## config.mk

```make
export PLATFORM = sky130hd
export DESIGN_NAME = alu_issue
export DESIGN_NICKNAME = d
export VERILOG_FILES = /design/src/rtl/alu_issue_pkg.sv /design/src/rtl/alu_issue_alu.sv /design/src/rtl/alu_issue.sv
export SDC_FILE = /design/constraint.sdc
export NUM_CORES = 1
export LEC_CHECK = 0
export ABC_AREA = 1
export ABC_CLOCK_PERIOD_IN_PS = 1800
export CAP_MARGIN = 20
export CORE_ASPECT_RATIO = 1.1
export CORE_MARGIN = 2
export CORE_UTILIZATION = 33
export DETAILED_ROUTE_END_ITERATION = 10
export SLEW_MARGIN = 20
export SYNTH_ARGS = -nofsm -noshare
export SYNTH_HDL_FRONTEND = slang
export SYNTH_HIERARCHICAL = 1
export SYNTH_SLANG_ARGS = --single-unit
```

## constraint.sdc

```tcl
create_clock -name clk -period 1.8 [get_ports clk]
set_input_delay 0.18 -clock clk [delete_from_list [all_inputs] [get_ports clk]]
set_output_delay 0.18 -clock clk [all_outputs]
set_load 0.01 [all_outputs]
```

## src/rtl/alu_issue_pkg.sv

```systemverilog
// Shared widths, opcodes and the EX-stage slot type for the two-stage ALU issue block.
package alu_issue_pkg;

  localparam int DATA_W = 16;
  localparam int NREG   = 8;
  localparam int REG_AW = 3;

  localparam logic [2:0] OP_AND = 3'b000;
  localparam logic [2:0] OP_OR  = 3'b001;
  localparam logic [2:0] OP_XOR = 3'b010;

  typedef logic [DATA_W-1:0] word_t;

  typedef struct packed {
    logic [2:0]        op;
    logic [REG_AW-1:0] rd;
    word_t             a;
    word_t             b;
  } ex_slot_t;

endpackage

```

## src/rtl/alu_issue_alu.sv

```systemverilog
// Combinational ALU: AND / OR / XOR selected by control[1:0]; control[2] has no effect.
module alu
  import alu_issue_pkg::*;
(
  input  logic [2:0] control,
  input  word_t      A,
  input  word_t      B,
  output word_t      Out,
  output logic       Zero
);

  // operation select; both values of control[2] decode identically
  always_comb begin
    Out = {DATA_W{1'b0}};
    case (control)
      3'b000, 3'b100: Out = A & B;
      3'b001, 3'b101: Out = A | B;
      default:        Out = A ^ B;
    endcase
  end

  // zero detect on the selected result
  always_comb begin
    Zero = 1'b0;
    if (Out == {DATA_W{1'b0}}) begin
      Zero = 1'b1;
    end else begin
      Zero = 1'b0;
    end
  end

endmodule

```

## src/rtl/alu_issue.sv

```systemverilog
// Two-stage (EX -> WB) ALU issue pipeline with an 8x16 register file, forwarding
// from the advancing EX result, and a direct register load port.
module alu_issue
  import alu_issue_pkg::*;
(
  input  logic              clk,
  input  logic              rst_n,
  input  logic              in_valid,
  output logic              in_ready,
  input  logic [2:0]        in_op,
  input  logic [REG_AW-1:0] in_rd,
  input  logic [REG_AW-1:0] in_rs,
  input  logic [REG_AW-1:0] in_rt,
  input  logic              ld_en,
  input  logic [REG_AW-1:0] ld_addr,
  input  logic [DATA_W-1:0] ld_data,
  output logic              wb_valid,
  input  logic              wb_ready,
  output logic [REG_AW-1:0] wb_rd,
  output logic [DATA_W-1:0] wb_data,
  output logic              zero_flag,
  output logic [15:0]       retired
);

  ex_slot_t          ex_r;
  logic              ex_valid_r;
  logic              wb_valid_r;
  logic [REG_AW-1:0] wb_rd_r;
  word_t             wb_data_r;
  logic              zero_flag_r;
  logic [15:0]       retired_r;
  word_t             regs_r [NREG];

  word_t alu_out_s;
  logic  alu_zero_s;
  logic  ex_adv_s;
  logic  in_ready_s;
  logic  accept_s;
  word_t opa_s;
  word_t opb_s;

  alu u_alu (
    .control (ex_r.op),
    .A       (ex_r.a),
    .B       (ex_r.b),
    .Out     (alu_out_s),
    .Zero    (alu_zero_s)
  );

  // handshake: EX drains into WB when WB is empty or being consumed
  always_comb begin
    ex_adv_s   = 1'b0;
    in_ready_s = 1'b0;
    accept_s   = 1'b0;
    ex_adv_s   = ex_valid_r & (~wb_valid_r | wb_ready);
    in_ready_s = rst_n & (~ex_valid_r | ex_adv_s) & ~ld_en;
    accept_s   = in_valid & in_ready_s;
  end

  // operand fetch, bypassing the register file when EX writes the same register this edge
  always_comb begin
    opa_s = regs_r[in_rs];
    opb_s = regs_r[in_rt];
    if (ex_adv_s && (ex_r.rd == in_rs)) begin
      opa_s = alu_out_s;
    end else begin
      opa_s = regs_r[in_rs];
    end
    if (ex_adv_s && (ex_r.rd == in_rt)) begin
      opb_s = alu_out_s;
    end else begin
      opb_s = regs_r[in_rt];
    end
  end

  // EX stage slot
  always_ff @(posedge clk or negedge rst_n) begin
    if (!rst_n) begin
      ex_valid_r <= 1'b0;
      ex_r       <= '{op: 3'b000, rd: {REG_AW{1'b0}}, a: {DATA_W{1'b0}}, b: {DATA_W{1'b0}}};
    end else if (accept_s) begin
      ex_valid_r <= 1'b1;
      ex_r       <= '{op: in_op, rd: in_rd, a: opa_s, b: opb_s};
    end else if (ex_adv_s) begin
      ex_valid_r <= 1'b0;
    end
  end

  // WB stage, flags and retire counter; held stable while WB is stalled
  always_ff @(posedge clk or negedge rst_n) begin
    if (!rst_n) begin
      wb_valid_r  <= 1'b0;
      wb_rd_r     <= {REG_AW{1'b0}};
      wb_data_r   <= {DATA_W{1'b0}};
      zero_flag_r <= 1'b0;
      retired_r   <= 16'h0000;
    end else if (ex_adv_s) begin
      wb_valid_r  <= 1'b1;
      wb_rd_r     <= ex_r.rd;
      wb_data_r   <= alu_out_s;
      zero_flag_r <= alu_zero_s;
      retired_r   <= retired_r + 16'd1;
    end else if (wb_ready) begin
      wb_valid_r  <= 1'b0;
    end
  end

  // register file; the EX writeback is ordered after the load so it wins on a collision
  always_ff @(posedge clk or negedge rst_n) begin
    if (!rst_n) begin
      for (int i = 0; i < NREG; i++) begin
        regs_r[i] <= {DATA_W{1'b0}};
      end
    end else begin
      if (ld_en) begin
        regs_r[ld_addr] <= ld_data;
      end
      if (ex_adv_s) begin
        regs_r[ex_r.rd] <= alu_out_s;
      end
    end
  end

  assign in_ready  = in_ready_s;
  assign wb_valid  = wb_valid_r;
  assign wb_rd     = wb_rd_r;
  assign wb_data   = wb_data_r;
  assign zero_flag = zero_flag_r;
  assign retired   = retired_r;

endmodule

```

# [Word-level counts from Yosys, hierarchy flattened]
# Index checks and enable logic that the tools add are counted.
[word_totals] elab_cells=78 output_inout_bits=38 regBits=204
[classes] addsub=1 n_reduce_logical=10 n_mux=22 eq_ne=5 bitwise=16 order_cmp=6
[op_table] cell="$bwmux 128" count=2
[op_table] cell="$mux 128" count=2
[op_table] cell="$mux 16" count=8
[op_table] cell="$bmux 16 s3" count=2
[op_table] cell="$demux 16 s3" count=2
[op_table] cell="$pmux 16 s2" count=1
[op_table] cell="$add 16x1->16 const B" count=1
[op_table] cell="$and 16x16->16" count=1
[op_table] cell="$ge 4x4->1 const B" count=4
[op_table] cell="$logic_not 16->1" count=1
[op_table] cell="$not 3->4" count=4
[op_table] cell="$or 16x16->16" count=1
[op_table] cell="$xor 16x16->16" count=1
[op_table] cell="$lt 4x1->1 const B" count=2
[op_table] cell="$eq 3x3->1" count=2
[op_table] cell="$eq 3x3->1 const B" count=2
[op_table] cell="$mux 1" count=5
[op_table] cell="$and 1x1->1" count=4
[op_table] cell="$logic_and 1x1->1" count=4
[op_table] cell="$reduce_bool 2->1" count=2
[op_table] cell="$reduce_or 2->1" count=2
[op_table] cell="$eq 3x1->1 const B" count=1
[op_table] cell="$logic_not 3->1" count=1
[op_table] cell="$not 1->1" count=3
[op_table] cell="$or 1x1->1" count=2

# [Longest topological paths before layout]
# Gate-level depths: netlist (run 1).
[depth] depth_word=9 depth_mapped=12 mapped_depth_nobuf=12

# [Cells and area by module]
# Netlist (run 1), hierarchy kept.
[modules_own_cells] mod="alu_issue" cells_each=1812 area_each_um2=12176.7 instances=1 seq_area_each_um2=5104.9
[modules_own_cells] mod="alu" cells_each=204 area_each_um2=1106.1 instances=1 seq_area_each_um2=0.0

# [Worst setup path before layout (run 1)]
# No wires, ideal clock.
[synth_timing] path_type="register to register" start="reg ex_r[36] (netlist name)" end="reg ex_r[21] (netlist name)" required_ns=1.726 t_arrival_ns=1.472 synth_period_minus_slack_ns=1.546 slack_ns=0.254 n_path_buf=3 stages_incl_launch_ff=13 path_cell_list="dfrtp_1 -> buf_6 -> nor2_4 -> clkinv_2 -> buf_6 -> nor2_1 -> nor2_1 -> inv_1 -> inv_1 -> clkbuf_1 -> nand3_1 -> nand2_1 -> o21ai_2"
[synth_between] elab_chain_len=4
[synth_rtl] element="from (decl)" line_no="alu_issue.sv:25" source="ex_slot_t ex_r;"
[synth_rtl] element="from (signal assigned)" line_no="alu_issue.sv:80" source="ex_r <= '{op: 3'b000, rd: {REG_AW{1'b0}}, a: {DATA_W{1'b0}}, b: {DATA_W{1'b0}}};"
[synth_rtl] element="from (signal assigned)" line_no="alu_issue.sv:83" source="ex_r <= '{op: in_op, rd: in_rd, a: opa_s, b: opb_s};"
[synth_rtl] element="$eq 3x1->1, or another cell as far along" line_no="alu_issue_alu.sv:15" source="case (control)"
[synth_rtl] element="$reduce_or 2->1" line_no="alu_issue_alu.sv:15"
[synth_rtl] element="$pmux 16 s2 (*)" line_no="alu_issue_alu.sv:15"
[synth_rtl] element="net alu_out_s[5]" line_no="alu_issue.sv:34" source="word_t alu_out_s;"
[synth_rtl] element="$mux 16 (*)" line_no="alu_issue.sv:64" source="if (ex_adv_s && (ex_r.rd == in_rs)) begin"
# The timed path passes the listed nets; every way through them passes the cells marked *.
# A chain may end at the register's enable or synchronous reset.

# [Worst setup path in the final report (run 1)]
[layout_timing] start="reg retired_r[0] (netlist: retired[0])" end="out retired[0]"
[layout_lines] element="from (decl)" line_no="alu_issue.sv:31" source="logic [15:0] retired_r;"
[layout_lines] element="from (signal assigned)" line_no="alu_issue.sv:102" source="retired_r <= retired_r + 16'd1;"
[layout_lines] element="to (decl)" line_no="alu_issue.sv:22" source="output logic [15:0] retired"
# No word-level cell between the ends.

==> results of run 1 <==
## layout by cell type, fill, tap and decap left out, types with 6 or more instances in the layout
cell and count:
o21ai_2 10, xor2_1 6, inv_1 210, clkdlybuf4s50_1 68, clkbuf_16 23, inv_2 14
nand3b_1 6, nand2_1 741, nor2_4 6, ha_1 33, dfrtp_1 201, o21ai_0 274
nand3_1 244, clkinv_2 7, a21oi_1 11, o21ai_1 17, or2_2 12, buf_12 27
buf_4 69, nor2_1 62, clkbuf_8 7, nor2_2 18
## layer usage
layer,part of all wire,GRT usage,wire length (um)
met3,0.061,0.02438,2876
met2,0.46,0.3612,21670
met5,0,0,0
met4,0.053,0.1163,2512
met1,0.43,0.2931,20100
## registers in the layout, summed over array words and instances, names as in the netlist
signal,cells
wb_valid,1
retired,16
wb_data,16
regs_r,128
ex_r,37
wb_rd,3
ex_valid_r,1
zero_flag,1
## timing repair
action,in CTS,in global routing
endpoints found under the hold margin,203,0
resized for setup,1,17
gates cloned,0,2
pin swaps,0,1
hold buffers,1,0
buffers inserted,0,0
endpoints found under the setup margin,1,125
## path summary, 6_finish.rpt
kind,cells after the start,slack (ns),startpoint,endpoint
max in group asynchronous,3,0.72,rst_n,ex_r[35]
worst max-delay path,1,0.08,retired[0],retired[0]
worst max register to register,7,0.12,ex_r[35],regs_r[47]
min in group asynchronous,3,0.41,rst_n,ex_r[2]
worst min register to register,2,0.50,wb_data[8],wb_data[8]
worst min-delay path,3,0.21,in_rd[2],ex_r[34]
## metrics by stage
step / cells / power (mW) / area (um2)
6_report: 2605 / 17.85 / 15860
5_1_grt: 2605 / 19.14 / 15860
4_1_cts: 2603 / 17.85 / 15830
3_5_place_dp: 2563 / 13.00 / 15080
3_3_place_gp: 2563 / 12.84 / 15080
2_1_floorplan: 2012 / 10.40 / 13250
## power groups by stage
stage / logic (mW) / clock network, mW / registers, mW
global route: 7.19 / 5.02 / 6.93
global placement: 6.09 / 0 / 6.75
detailed placement: 6.20 / 0 / 6.80
CTS: 6.24 / 4.87 / 6.74
finish: 6.31 / 4.79 / 6.75
floorplan: 3.76 / 0 / 6.64
## area by class of cell
| cell class | instances | share of cell area |
|---|---|---|
| Tap cell | 507 | 0.03999 |
| Timing Repair Buffer | 169 | 0.1124 |
| Multi-Input combinational cell | 1456 | 0.4246 |
| Sequential cell | 203 | 0.3204 |
| Clock buffer | 32 | 0.04283 |
| Clock inverter | 7 | 0.004022 |
| Timing Repair inverter | 2 | 0.0007887 |
| Inverter | 229 | 0.05497 |
==> flow_metrics.tcl, run 1 <==
set metrics [dict create \
    status "complete, no violations" \
    die_area_um2 41760 \
    crit_family "buffers and inverters" \
    net_switching_fraction_of_the_power 0.3805 \
    layout_min_cycle_time_ns 1.719 \
    worstSetupEndpointType "primary output" \
    drv_slew 0 \
    clock_insertion_delay_worst_skew_ns 0.55 \
    ys.warnings.count 6 \
    place_ws_ns -0.1214 \
    grt_first_pass_wirelength_um 72370 \
    num_rows 76 \
    setup_tns_ns 0 \
    worstHoldPathType "input port to register" \
    peak_supply_drop_mv 0.6805 \
    drc_errors 0 \
    power.leakage_nw 8.027 \
    maxClockFrequency_ghz 0.5817 \
    place_congestion 0.8996 \
    share_comb_of_total_power 0.353 \
    share_of_cells_above_drive_strength_1 0.1015 \
    syn-cell-area_um2 13250 \
    path_max_fanout 5 \
    num-nets-final 2153 \
    cp_slowest_cell "clkdlybuf4s50_1" \
    root_driver "clkbuf_16" \
    fp.dieH_um 214.1 \
    power_switching_mw 6.791 \
    routed_wire_length_per_instance_um 18.10 \
    cp_num_buf_inv 1 \
    length_of_the_first_detailed_routing_pass_in_iterations 5 \
    timing.critical_path.slowest_cell_delay_ns 0.57 \
    floorplan.core_area_um2 39370 \
    route.antenna.remaining_nets 0 \
    syn_inst 2012 \
    worstSetupStartpointType "register" \
    finClkSkew_ns 0.01670 \
    first_global_vias 12360 \
    rsz0062_at_grt "false" \
    worst-setup-path-type "register to primary output" \
    worst_slew_margin_rel 0.4478 \
    final_hold_viol_count 0 \
    synth_nets 2081 \
    tritoncts_num_sinks 203 \
    max-clock-path-buffers 3 \
    cts_buffers 23 \
    p_seq_frac 0.378 \
    vias_per_cell 5.026 \
    critical_path_required_ns 1.62 \
    clock_tree.htree_level_count 1 \
    clkPwrFrac 0.268 \
    worst_setup_hold_path_clk_slew_ns 0.07 \
    floorplan.initialDensity 0.3365 \
    antenna-diode-count 0 \
    worst_slew_pin_slew_ns 0.8283 \
    fin_hold_ws_ns 0.2112 \
    tritoncts "yes" \
    flow.area_growth_from_synthesis_pct 19.76 \
    buffer_ports.inserted 72 \
    first_iter_violations 1333 \
    int_pwr_mw 11.05 \
    final.setup.worst_slack_ns 0.08094 \
    max_cap_viol 0 \
    grt_max_degree 140 \
    sequential_cell_area_um2 5082 \
    detailedPlacementHpwl_um 31120 \
    io_pins 74 \
    mean_instance_size_in_the_synthesized_netlist_um2 6.584 \
    grt_antenna_before_repair 1 \
    die_w_um 195.0 \
    pwr_per_cell_area_nw_per_um2 1125 \
    path_cells "clkdlybuf4s50_1" \
    finalCoreUtilization 0.4030 \
    fill_cells 4105 \
    route.final.wire_length_um 47160 \
    grt_overflow 0 \
    multi_input_area_um2 6736 \
    finalSetupViolCount 0 \
    num_vias 13090 \
    cp.arrival_ns 1.54 \
    total_grt_usage 0.2227 \
    final_period_utilization 0.9550 \
]
Note: power is estimated with default switching activity, not from simulation.
==> run 2: changes to the inputs <==
--- a/config.mk
+++ b/config.mk
@@ -7,5 +7,5 @@
 export LEC_CHECK = 0
 export ABC_AREA = 1
-export ABC_CLOCK_PERIOD_IN_PS = 1800
+export ABC_CLOCK_PERIOD_IN_PS = 2200
 export CAP_MARGIN = 20
 export CORE_ASPECT_RATIO = 1.1
==> constraint.sdc (replaced) <==
create_clock -name clk -period 2.2 [get_ports clk]
set_input_delay 0.22 -clock clk [delete_from_list [all_inputs] [get_ports clk]]
set_output_delay 0.22 -clock clk [all_outputs]
set_load 0.1 [all_outputs]
==> run 2 against run 1 <==
  * Global-route usage about the same
  * Setup slack better by 0.23 ns
  * Total power down 12%
  * Clock power down 10%
  * Highest routed layer unchanged
==> flow_metrics.tcl, run 2 (synthesis results as in run 1) <==
set metrics [dict create \
    status "complete, no violations" \
    worstSetupEndpointType "register" \
    antenna-diode-count 0 \
    worstHoldPathType "input port to asynchronous set/reset pin" \
    sequential_cell_area_um2 5080 \
    root_driver "clkbuf_16" \
    grt_util_met1 0.2979 \
    fp.dieH_um 214.1 \
    final_hold_viol_count 0 \
    rsz0062_at_grt "false" \
    detailedPlacementHpwl_um 29680 \
    io_pins 74 \
    worstSetupStartpointType "register" \
    final_period_utilization 0.8568 \
    top_register "regs_r" \
    drc_errors 0 \
    clkPwrFrac 0.273 \
    maxClockFrequency_ghz 0.5305 \
    tritoncts_num_sinks 203 \
    grt_first_pass_wirelength_um 72040 \
    max_cap_viol 0 \
    cts_post_setup_buffers_inserted 0 \
    layout.cells.most_common_list "nand2_1 (741), o21ai_0 (278), nand3_1 (244)" \
    post-place-cells 2534 \
    first_global_vias 12320 \
    worst_slew_pin_slew_ns 0.8276 \
    num_vias 12960 \
    finClkSkew_ns 0.009446 \
    buffer_ports.inserted 72 \
    flow.area_growth_from_synthesis_pct 16.69 \
    grt_antenna_before_repair 0 \
    int_pwr_mw 9.174 \
    largest_register_ffs 128 \
    floorplan.initialDensity 0.3365 \
    grtUsageMet3 0.02532 \
    grt_max_degree 124 \
    route.final.wire_length_um 46290 \
    finalInstanceArea_um2 15460 \
    cp.arrival_ns 2.35 \
    total_grt_usage 0.2226 \
    place_ws_ns 0.1626 \
    worst_slew_margin_rel 0.4483 \
    die_area_um2 41760 \
    top_regs "regs_r (128), ex_r (37)" \
    multi_input_area_um2 6726 \
    global_route.usage.met2 0.3608 \
    max-clock-path-buffers 3 \
    layout.cells.most_common "nand2_1" \
    cts_buffers 24 \
    place_congestion 0.8669 \
    layout_min_cycle_time_ns 1.885 \
    num_rows 76 \
    critical_path_required_ns 2.67 \
    global_route.peak_usage_layer "met2" \
    pwr_per_cell_area_nw_per_um2 1020 \
    layoutNonFillerInstCount 2578 \
    num-nets-final 2123 \
    path_max_fanout 13 \
    peak_supply_drop_mv 0.6951 \
    die_w_um 195.0 \
    power.leakage_nw 7.923 \
    setup_tns_ns 0 \
    floorplan.core_area_um2 39370 \
    vias_per_cell 5.029 \
    clock_insertion_delay_worst_skew_ns 0.54 \
    share_comb_of_total_power 0.378 \
    clock_tree.htree_level_count 1 \
    p_seq_frac 0.349 \
    placedInstanceArea_um2 14600 \
    finalPower_mw 15.77 \
    worst-setup-path-type "register to register" \
    length_of_the_first_detailed_routing_pass_in_iterations 6 \
    fill_cells 4172 \
    route.antenna.remaining_nets 0 \
    finalSetupViolCount 0 \
    tritoncts "yes" \
    worst_setup_hold_path_clk_slew_ns 0.06 \
    drv_slew 0 \
    first_iter_violations 1169 \
    share_of_cells_above_drive_strength_1 0.1019 \
    routed_wire_length_per_instance_um 17.96 \
    power_switching_mw 6.591 \
    net_switching_fraction_of_the_power 0.4181 \
    worst-r2r-setup-slack_ns 0.31 \
    grt_overflow 0 \
    final.setup.worst_slack_ns 0.3150 \
]
-- run 2: cell count changes in the layout (fill, tap and decap cells not counted), moves of 5 or more --
| cell | before | now |
|---|---|---|
| clkdlybuf4s50_1 | 68 | 31 |
| buf_4 | 69 | 91 |
| buf_12 | 27 | 14 |
| inv_1 | 210 | 215 |
-- run 2: layout make-up --
type                    count  share of cell area
multi-input cells        1456              0.4352
flip-flops and latches    203              0.3286
repair buffers            140             0.08467
inverters                 229             0.05585
clock buffers              35             0.04679
well taps                 507             0.04104
clock inverters             8            0.007852
-- run 2: through the flow --
stage	util	hold slack [ns]
floorplan	-	-0.07559
finish	0.3926	0.08797
detailed placement	0.3709	0.06021
global placement	0.3709	0.05779
CTS	0.3926	0.08907
global route	0.3926	0.1048
-- run 2: layer usage --
| layer | part of all wire | vias up |
|---|---|---|
| li1 | - | 6410 |
| met1 | 0.42 | 5956 |
| met2 | 0.46 | 496 |
| met3 | 0.069 | 102 |
| met4 | 0.046 | 0 |
| met5 | 0 | - |
-- run 2: repair_timing --
action	4_1_cts	5_1_grt
hold buffers	1	0
gates resized for setup	0	0
endpoints found under the hold margin	129	0
-- run 2: critical path, stage by stage, from the launching register on --
cell and delay [ns]:
dfrtp_1 0.50, nor2_4 0.22, clkinv_2 0.24, nor2_1 0.18, nor2_2 0.07, inv_1 0.07, inv_1 0.19, nand3_1 0.16
nand2_1 0.05, o21ai_1 0.12
-- run 2: final timing paths --
kind,startpoint,endpoint,cells after the start
max in group asynchronous,rst_n,regs_r[63],3
max,ex_r[36],ex_r[3],9
min reg2reg,wb_data[10],wb_data[10],2
min in group clk,in_rd[1],ex_r[33],3
min,rst_n,regs_r[70],2
max reg2reg,ex_r[36],ex_r[3],9
-- run 2: power groups by stage --
stage / sequential [mW] / clock [mW] / combinational [mW]
floorplan: 6.55 / 0 / 3.08
global placement: 5.52 / 0 / 5.85
detailed placement: 5.55 / 0 / 5.94
CTS: 5.50 / 4.37 / 5.97
global route: 5.64 / 4.53 / 6.72
finish: 5.51 / 4.30 / 5.95
